<file path="src/rtl/perm_pkg.sv">
// perm_pkg: shared defaults and FSM state type for the permutation stream master.
package perm_pkg;
    localparam int WIDTH_DEF = 25;
    localparam int ROWS_DEF  = 64;
    localparam int AW        = 6;
    typedef enum logic [1:0] {IDLE, START, STREAM, FINISH} state_t;
endpackage

</file>
<file path="src/rtl/perm_stream_master_if.sv">
// perm_stream_master_if: handshake between the stream master and the permutation core.
interface perm_stream_master_if #(parameter int WIDTH = perm_pkg::WIDTH_DEF);
    logic             core_start;
    logic [WIDTH-1:0] core_in;
    logic             core_ready;
    logic             core_co;
    logic [WIDTH-1:0] core_out;
    modport master (output core_start, core_in, input core_ready, core_co, core_out);
    modport slave  (input core_start, core_in, output core_ready, core_co, core_out);
endinterface

</file>
<file path="src/rtl/perm_row_buffer.sv">
// perm_row_buffer: ROWS x WIDTH row store, one write port, one registered read port.
module perm_row_buffer import perm_pkg::*; #(
    parameter int WIDTH = WIDTH_DEF,
    parameter int ROWS  = ROWS_DEF
) (
    input  logic             clk,
    input  logic             rst,
    input  logic             we,
    input  logic [AW-1:0]    wa,
    input  logic [WIDTH-1:0] wd,
    input  logic [AW-1:0]    ra,
    output logic [WIDTH-1:0] rd
);
    logic [WIDTH-1:0] mem [ROWS];
    // storage is intentionally left out of reset
    always_ff @(posedge clk)
        if (we) mem[wa] <= wd;
    always_ff @(posedge clk or negedge rst)
        if (!rst) rd <= '0;
        else      rd <= mem[ra];
endmodule

</file>
<file path="src/rtl/perm_stream_master.sv">
// perm_stream_master: streams source rows through a permutation core into a result buffer.
// Optional stall watchdog enabled by defining PERM_STREAM_TIMEOUT_EN.
module perm_stream_master import perm_pkg::*; #(
    parameter int WIDTH        = WIDTH_DEF,
    parameter int ROWS         = ROWS_DEF,
    parameter int START_CYCLES = 2
) (
    input  logic             clk,
    input  logic             rst,
    input  logic             wr_en,
    input  logic [AW-1:0]    wr_addr,
    input  logic [WIDTH-1:0] wr_data,
    input  logic [AW-1:0]    rd_addr,
    output logic [WIDTH-1:0] rd_data,
    input  logic             go,
    output logic             busy,
    output logic             done,
    output logic [6:0]       row_count,
    output logic             err,
    perm_stream_master_if.master core
);
    localparam int SCW = START_CYCLES > 1 ? $clog2(START_CYCLES) : 1;
    state_t           state_q, state_d;
    logic [6:0]       idx, idx_d;
    logic [SCW-1:0]   sc;
    logic [WIDTH-1:0] src_q;
    logic             accept, last, stop, to_hit;
    assign accept          = state_q == STREAM && core.core_ready;
    assign last            = idx == 7'(ROWS - 1);
    assign stop            = accept && (core.core_co || last);
    assign busy            = state_q != IDLE;
    assign done            = state_q == FINISH;
    assign core.core_start = state_q == START;
    assign core.core_in    = src_q;
    // source is addressed with the next index so its registered output tracks idx
    perm_row_buffer #(.WIDTH(WIDTH), .ROWS(ROWS)) u_src (
        .clk(clk), .rst(rst), .we(wr_en && !busy), .wa(wr_addr), .wd(wr_data),
        .ra(idx_d[AW-1:0]), .rd(src_q)
    );
    perm_row_buffer #(.WIDTH(WIDTH), .ROWS(ROWS)) u_res (
        .clk(clk), .rst(rst), .we(accept), .wa(idx[AW-1:0]), .wd(core.core_out),
        .ra(rd_addr), .rd(rd_data)
    );
    always_comb begin
        state_d = state_q;
        unique case (state_q)
            IDLE:    state_d = go ? START : IDLE;
            START:   state_d = sc == SCW'(START_CYCLES - 1) ? STREAM : START;
            STREAM:  state_d = (stop || to_hit) ? FINISH : STREAM;
            FINISH:  state_d = IDLE;
        endcase
        idx_d = state_q == START ? 7'd0 : (accept && !stop) ? idx + 7'd1 : idx;
    end
`ifdef PERM_STREAM_TIMEOUT_EN
    logic [9:0] wd;
    logic       to_q;
    assign to_hit = state_q == STREAM && !core.core_ready && &wd;
    always_ff @(posedge clk or negedge rst)
        if (!rst) begin
            wd   <= '0;
            to_q <= 1'b0;
        end else begin
            wd   <= (state_q == STREAM && !core.core_ready) ? wd + 10'd1 : '0;
            to_q <= to_hit;
        end
`else
    assign to_hit = 1'b0;
`endif
    always_ff @(posedge clk or negedge rst)
        if (!rst) state_q <= IDLE;
        else      state_q <= state_d;
    always_ff @(posedge clk or negedge rst)
        if (!rst) begin
            idx       <= '0;
            sc        <= '0;
            err       <= 1'b0;
            row_count <= '0;
        end else begin
            idx <= idx_d;
            sc  <= state_q == START ? sc + SCW'(1) : '0;
            err <= (state_q == IDLE && go) ? 1'b0 :
                   ((accept && last && !core.core_co) || to_hit) ? 1'b1 : err;
`ifdef PERM_STREAM_TIMEOUT_EN
            if (done) row_count <= to_q ? idx : idx + 7'd1;
`else
            if (done) row_count <= idx + 7'd1;
`endif
        end
endmodule

</file>
<file path="src/flat_wrapper.sv">
// flat-port wrapper written by rule: the top's interface ports become plain ports
module perm_stream_master_flat import perm_pkg::*;
#(
    parameter int WIDTH        = WIDTH_DEF,
    parameter int ROWS         = ROWS_DEF,
    parameter int START_CYCLES = 2
)
  (clk, rst, wr_en, wr_addr, wr_data, rd_addr, rd_data, go, busy, done, row_count, err, core_core_start, core_core_in, core_core_ready, core_core_co, core_core_out);
  perm_stream_master_if #(.WIDTH(WIDTH)) core_i ();
  input  logic clk;
  input  logic rst;
  input  logic wr_en;
  input  logic [AW-1:0] wr_addr;
  input  logic [WIDTH-1:0] wr_data;
  input  logic [AW-1:0] rd_addr;
  output logic [WIDTH-1:0] rd_data;
  input  logic go;
  output logic busy;
  output logic done;
  output logic [6:0] row_count;
  output logic err;
  output wire logic [$bits(core_i.core_start)-1:0] core_core_start;
  output wire logic [$bits(core_i.core_in)-1:0] core_core_in;
  input wire logic [$bits(core_i.core_ready)-1:0] core_core_ready;
  input wire logic [$bits(core_i.core_co)-1:0] core_core_co;
  input wire logic [$bits(core_i.core_out)-1:0] core_core_out;
  assign core_core_start = core_i.core_start;
  assign core_core_in = core_i.core_in;
  assign core_i.core_ready = core_core_ready;
  assign core_i.core_co = core_core_co;
  assign core_i.core_out = core_core_out;
  perm_stream_master #(.WIDTH(WIDTH), .ROWS(ROWS), .START_CYCLES(START_CYCLES)) u_core (.clk(clk), .rst(rst), .wr_en(wr_en), .wr_addr(wr_addr), .wr_data(wr_data), .rd_addr(rd_addr), .rd_data(rd_data), .go(go), .busy(busy), .done(done), .row_count(row_count), .err(err), .core(core_i));
endmodule
</file>
<file path="config.mk">
export PLATFORM = sky130hd
export DESIGN_NAME = perm_stream_master_flat
export DESIGN_NICKNAME = d
export VERILOG_FILES = /design/src/rtl/perm_pkg.sv /design/src/rtl/perm_stream_master_if.sv /design/src/rtl/perm_row_buffer.sv /design/src/rtl/perm_stream_master.sv /design/src/flat_wrapper.sv
export SDC_FILE = /design/constraint.sdc
export NUM_CORES = 2
export LEC_CHECK = 0
export CAP_MARGIN = 10
export CORE_ASPECT_RATIO = 1.75
export CORE_UTILIZATION = 40
export DETAILED_ROUTE_END_ITERATION = 10
export GPL_TIMING_DRIVEN = 1
export HOLD_SLACK_MARGIN = 0.1
export SETUP_SLACK_MARGIN = 0.05
export SYNTH_ARGS = -nofsm -noshare
export SYNTH_HDL_FRONTEND = slang
export SYNTH_SLANG_ARGS = --single-unit
</file>
<file path="constraint.sdc">
create_clock -name clk -period 8.8 [get_ports clk]
set_clock_uncertainty 0.05 [all_clocks]
set_input_delay 2.64 -clock clk [delete_from_list [all_inputs] [get_ports clk]]
set_output_delay 2.64 -clock clk [all_outputs]
set_load 0.02 [all_outputs]
</file>
# Word level (Yosys, flattened, before mapping)

Memories as Yosys holds them, arrays and structs flattened. A register that Yosys moved wholly into a read port is not among the register bits.
Cells that the tools add are included.

Bits in read-only memories: 0
Bits in latches: 0
Input bits: 68
Memories: 2
Bits in writable memories: 3,200
Output and inout bits: 61
Flip-flop bits (word level): 18
Logic and storage cells: 44

Memories:

| memory           | depth | bits a word | rd ports | clocked after memory_dff | wr ports | RTL line              | source |
|---|---|---|---|---|---|---|---|
| u_core.u_res.mem | 64    | 25          | 1        | 1                        | 1        | perm_row_buffer.sv:14 | `logic [WIDTH-1:0] mem [ROWS];` |
| u_core.u_src.mem | 64    | 25          | 1        | 1                        | 1        | perm_row_buffer.sv:14 |  |

Multiplexer cells: 13
Order comparisons: 0
Equality and inequality tests: 4
Add/sub/neg operators: 2
Reduce and logical (&&, ||, !) cells: 17
$mul: 0
Shift operators: 0
Divide/modulo/power cells: 0
Bitwise gates (word level): 0

Operators by type and width:

| kind                  | number |
|---|---|
| $mux W7               | 2 |
| $mux W1               | 9 |
| $pmux W2 S4           | 1 |
| $add A7 B1 Y7 const B | 1 |
| $eq A7 B6 Y1 const B  | 1 |
| $logic_and A1 B1 Y1   | 7 |
| $reduce_bool A2 Y1    | 3 |
| $logic_not A1 Y1      | 5 |
| $eq A2 B2 Y1 const B  | 2 |
| $eq A2 B1 Y1 const B  | 1 |
| $logic_not A2 Y1      | 1 |
| $mux W2               | 1 |
| $add A1 B1 Y1 const B | 1 |
| $logic_or A1 B1 Y1    | 1 |

# Depth between registers and ports, before layout

Depth in word-level cells: 7
Depth in mapped cells: 14
Mapped depth without buffers: 9

# Modules after synthesis

From an unflattened synthesis, not the netlist that was laid out.

Cells, all modules: 5,787
Area total of the unflattened synthesis: 126,107.2 um^2

By module, submodules not included:

| module             | instances | seq. area each (um^2) | area each (um^2) | cells an instance |
|---|---|---|---|---|
| perm_row_buffer    | 2         | 48,671.7              | 62,622.6         | 2,852 |
| perm_stream_master | 1         | 450.4                 | 862.1            | 83 |

# Worst setup path after synthesis

OpenSTA, ideal clock, no wires.

Path kind: in2reg
Start point: input port wr_addr[2]
End point: memory u_core.u_src.mem[49][0] (netlist bit), enable pin
Stages: 4
Data required time: 8,343 ps
Setup slack: 3,342 ps
Setup time: 407 ps
Path buffers: 1
Arrival time: 5,001 ps
Path through: or3b_2 or4b_2 clkbuf_1 nor2_1

RTL lines:

| item               | RTL line              | source |
|---|---|---|
| start: declaration | flat_wrapper.sv:13    | `input logic [AW-1:0] wr_addr;` |
| end: declaration   | perm_row_buffer.sv:14 |  |

No word-level cell before the write port.

# Worst setup path after layout

Start point: input port core_core_ready
End point: register u_core.u_src.rd[24] (read register of u_core.u_src.mem)

Longest elaborated chain between the ends: 6

Ends and longest elaborated chain:

| item                      | RTL line                 | source |
|---|---|---|
| start: declaration        | flat_wrapper.sv:24       | `input wire logic [$bits(core_i.core_ready)-1:0] core_core_ready;` |
| $logic_and A1 B1 Y1 (*)   | perm_stream_master.sv:28 | `assign accept = state_q == STREAM && core.core_ready;` |
| $logic_and A1 B1 Y1       | perm_stream_master.sv:30 | `assign stop = accept && (core.core_co \|\| last);` |
| $logic_not A1 Y1          | perm_stream_master.sv:52 | `idx_d = state_q == START ? 7'd0 : (accept && !stop) ? idx + 7'd1 : idx;` |
| $logic_and A1 B1 Y1 (*)   | perm_stream_master.sv:52 |  |
| $mux W7 (*) (2 in series) | perm_stream_master.sv:52 |  |
| end: declaration          | perm_row_buffer.sv:12    | `output logic [WIDTH-1:0] rd` |

Mark *: on every way between the ends. The rest lies on a longest branch, timed or not. The select of a mux whose other input is x is not followed.
A chain may end at the register's enable or synchronous reset.

==> summary.txt <==
Pwr
  • PwrDens: approximately 230 mW/mm^2
  • Switching fraction of total power: a little under a quarter
  • Leakage: between 40 and 50 nW
  • Worst VDD drop: between 0.2 and 0.25 mV
  • Total power: about 33 mW
  • Power share of the sequential group: between 50% and 60%
  • Comb pwr share: under 10%
  • Clock share of power: 39.1%
  • Cell Int Power: 25.3 mW
  • Switching power: 7.83 mW

Route
  • Via-to-Cell Ratio: around 6.1
  • First-pass iteration count of the detailed router: 6
  • Wire per inst: ~32 um
  • Vias: 67000
  • Starting DRT DRC Count: around 7300
  • Final ANT Viol Nets: 0
  • Drt total wl: 355000 um
  • Remaining routing DRC violations: 0

STA
  • Hold Worst Slack: 0.419 ns
  • Setup TNS: 0 ns
  • Worst-margin pin slew: about 1.2 ns
  • Final setup fails: 0
  • Final critical-path required period: between 6 and 7 ns
  • RSZ-0062 raised after global routing: false
  • Final Cycle Share: 74.3%
  • Slew Limit Fails: 0
  • Fmax: about 150 MHz
  • Final Worst Setup Slack: between 2 and 2.5 ns
  • Final count of hold timing violations: 0
  • Worst slew margin: a little under a fifth

Logic synthesis
  • Most numerous cell in the Yosys netlist: edfxtp_1
  • Ys flop type: edfxtp_1
  • Largest family of logic cells by synthesized area: multiplexers
  • Post-synthesis mux area share: 10.3%
  • Area contributors post-synth: edfxtp_1, mux4_2, a211oi_1
  • Xor/xnor cell area share of the yosys netlist: less than 1%
  • Synth cell types: 60
  • Top cell type's share of synthesized area: between 70 and 80%
  • Simple-gate share of the synthesized area: 3.18%
  • Synthesized area per cell: around 19 sq um
  • FF+latch count, synth: between 3000 and 4000
  • Synth Instances: 6488
  • Most instantiated cells after synthesis: edfxtp_1, mux4_2, nand2_1, clkbuf_1, a211oi_1
  • Synth Area in Adders: less than 1%
  • Synthesized area: 0.126 sq mm
  • EDFF count, synth: 3200
  • Synth area leader: edfxtp_1
  • Post-synthesis net count: around 6600
  • Share of flip-flops with an asynchronous set or reset: under 10%
  • Ys Warns: 0
  • Synth Area in Compound Gates: under 10%
  • Seq/Total Area, Yosys: between 70% and 80%

Setup path
  • Critical path's largest stage delay: around 1.1 ns
  • Worst Path Required: 9.43 ns
  • Critical-path cell list: clkdlybuf4s50_1, nand4bb_1, a22o_4, o21ai_4, inv_8, buf_4, a31oi_1, o211ai_1, a2111oi_0, nor4bb_1
  • Arr. time, crit path: ~7.2 ns
  • Register-to-Register Path Depth: 9
  • Levels on crit path: 10
  • Crit path buf inv count: 3
  • FF-to-FF setup slack: approximately 3.6 ns
  • CP max-delay cell: a2111oi_0
  • Endpoint class of the critical path: register
  • CP delay by family, top: compound AO/OA/AOI/OAI gates
  • Worst Setup Path Type: in -> reg
  • CP max FO: 83
  • Worst Setup Start Kind: input pin

Cells and area
  • Synth-to-Final Area Change: 13.0%
  • Fillers: 26500
  • Finished Cell Area: 0.143 sq mm
  • Layout cells sized above 1: 20.2%
  • Layout Nets: approximately 6700

Place
  • Place WS: between 1 and 1.5 ns
  • Post-DP Area: between 0.1 and 0.15 sq mm
  • HPWL after detailed placement: about 210000 um
  • Gpl congestion: ~0.84
  • Port Buf Inserts: about 130

Clocking
  • Max clock buf depth: 4
  • Root buffer cell: clkbuf_16
  • CTS clk-pin slew, worst paths: approximately 0.06 ns
  • Post-CTS Setup Bufs: 0
  • Clk sinks: 3268
  • CTS resizes: 0
  • Clk_lat worst skew: 0.88 ns
  • # hold bufs at CTS: 0
  • Num CTS Buffers: 300
  • Depth of the CTS H-tree: 5
  • CTS tree: built

Die
  • Io pins: between 100 and 150
  • Die ar.: 0.318 sq mm
  • Die Width: 427 um
  • Core Region: approximately 0.31 sq mm
  • Die Y: between 700 and 800 um
  • Initial Utilization: 40.3%
  • Rows: about 270

Run
  • Max-cap violations: 0

Global routing
  • Initial antenna violation count: between 40 and 50
  • Total gr overflow: 0
  • Vias in the first global route: about 70000
  • First-pass GRT wire length: 505000 um
  • Largest net degree at the start of global routing: ~140
  • Total GRT Usage: roughly 22%

Hold path
  • HP Class: reg -> reg
  • Hold path depth: 1

Status
  • Outcome: finished, final reports clean
## area by class of cell
type	count	area (sq um)	share of cell area [%]
flip-flops and latches	3268	97800	68.5
multi-input cells	2716	27000	18.9
clock buffers	383	8110	5.68
well taps	4110	5140	3.60
repair buffers	361	3160	2.21
clock inverters	156	1410	0.988
diodes	58	145	0.102
inverters	9	51.3	0.0359
## state kept, by name, summed over array words and instances, names as in the netlist, named ones only
| name | flops |
|---|---|
| u_core.u_res.rd | 25 |
| u_core.u_res.mem | 1600 |
| u_core.row_count | 7 |
| u_core.state_q | 1 |
| u_core.err | 1 |
| u_core.u_src.rd | 25 |
| u_core.sc | 1 |
| u_core.idx | 7 |
| u_core.u_src.mem | 1600 |
## metrics by stage
stage,cells,util (%)
floorplan,6488,-
global placement,10500,42.4
detailed placement,10500,42.4
CTS,11000,45.5
global route,11100,45.5
finish,11100,45.5
## cells in the final DEF (no fill, tap or decap), types with 52 or more instances in the layout
cell type | Yosys | layout
edfxtp_1 | 3200 | 3200
mux2i_1 | 104 | 104
a31oi_1 | 101 | 101
o211a_1 | 98 | 98
o31ai_1 | 99 | 99
clkbuf_16 | 0 | 311
clkdlybuf4s50_1 | 0 | 72
diode_2 | 0 | 58
a211oi_1 | 294 | 294
dfrtp_1 | 68 | 68
a311oi_1 | 98 | 98
o211ai_1 | 102 | 102
nand2_1 | 329 | 327
buf_4 | 24 | 205
nor2_2 | 0 | 92
and3_1 | 104 | 102
nand3_1 | 112 | 112
mux4_2 | 525 | 525
a221oi_1 | 102 | 102
nor2b_1 | 104 | 103
o22ai_1 | 100 | 100
a2111oi_0 | 99 | 99
clkinv_1 | 0 | 59
clkinv_2 | 0 | 52
clkbuf_1 | 324 | 66
a21oi_1 | 109 | 108
## power groups by stage
stage	Combinational, mW	Sequential [mW]	Clock (mW)
after detailed placement	2.87	17.6	0
after global routing	3.03	17.3	13.7
after floorplan	1.63	17.6	0
final	2.88	17.3	13.0
after CTS	2.88	17.3	13.2
after global placement	2.83	17.6	0
## logic make-up after synthesis
kind of cell | Yosys count
fa+ha+maj | 1
simple gates | 844
mux | 640
xor+xnor | 7
buf+inv | 504
compound gates | 1224
flops | 3268
## final timing paths
kind | from | endpoint
setup / recovery | core_core_ready | u_core.u_src.rd[24]
hold / removal | u_core.sc | u_core.sc
setup reg to reg | u_core.idx[5] | u_core.u_src.rd[24]
hold reg to reg | u_core.sc | u_core.sc
max in group asynchronous | rst | u_core.u_src.rd[21]
min in group asynchronous | rst | u_core.u_res.rd[23]
## per-layer routing
metal,up-vias,GRT usage (%),part of all wire [%]
li1,27600,-,-
met1,35700,25.6,35
met2,2912,39.7,54
met3,757,3.06,6.2
met4,12,9.98,4.7
met5,-,0,0.033
(Power assumes the default switching activity.)
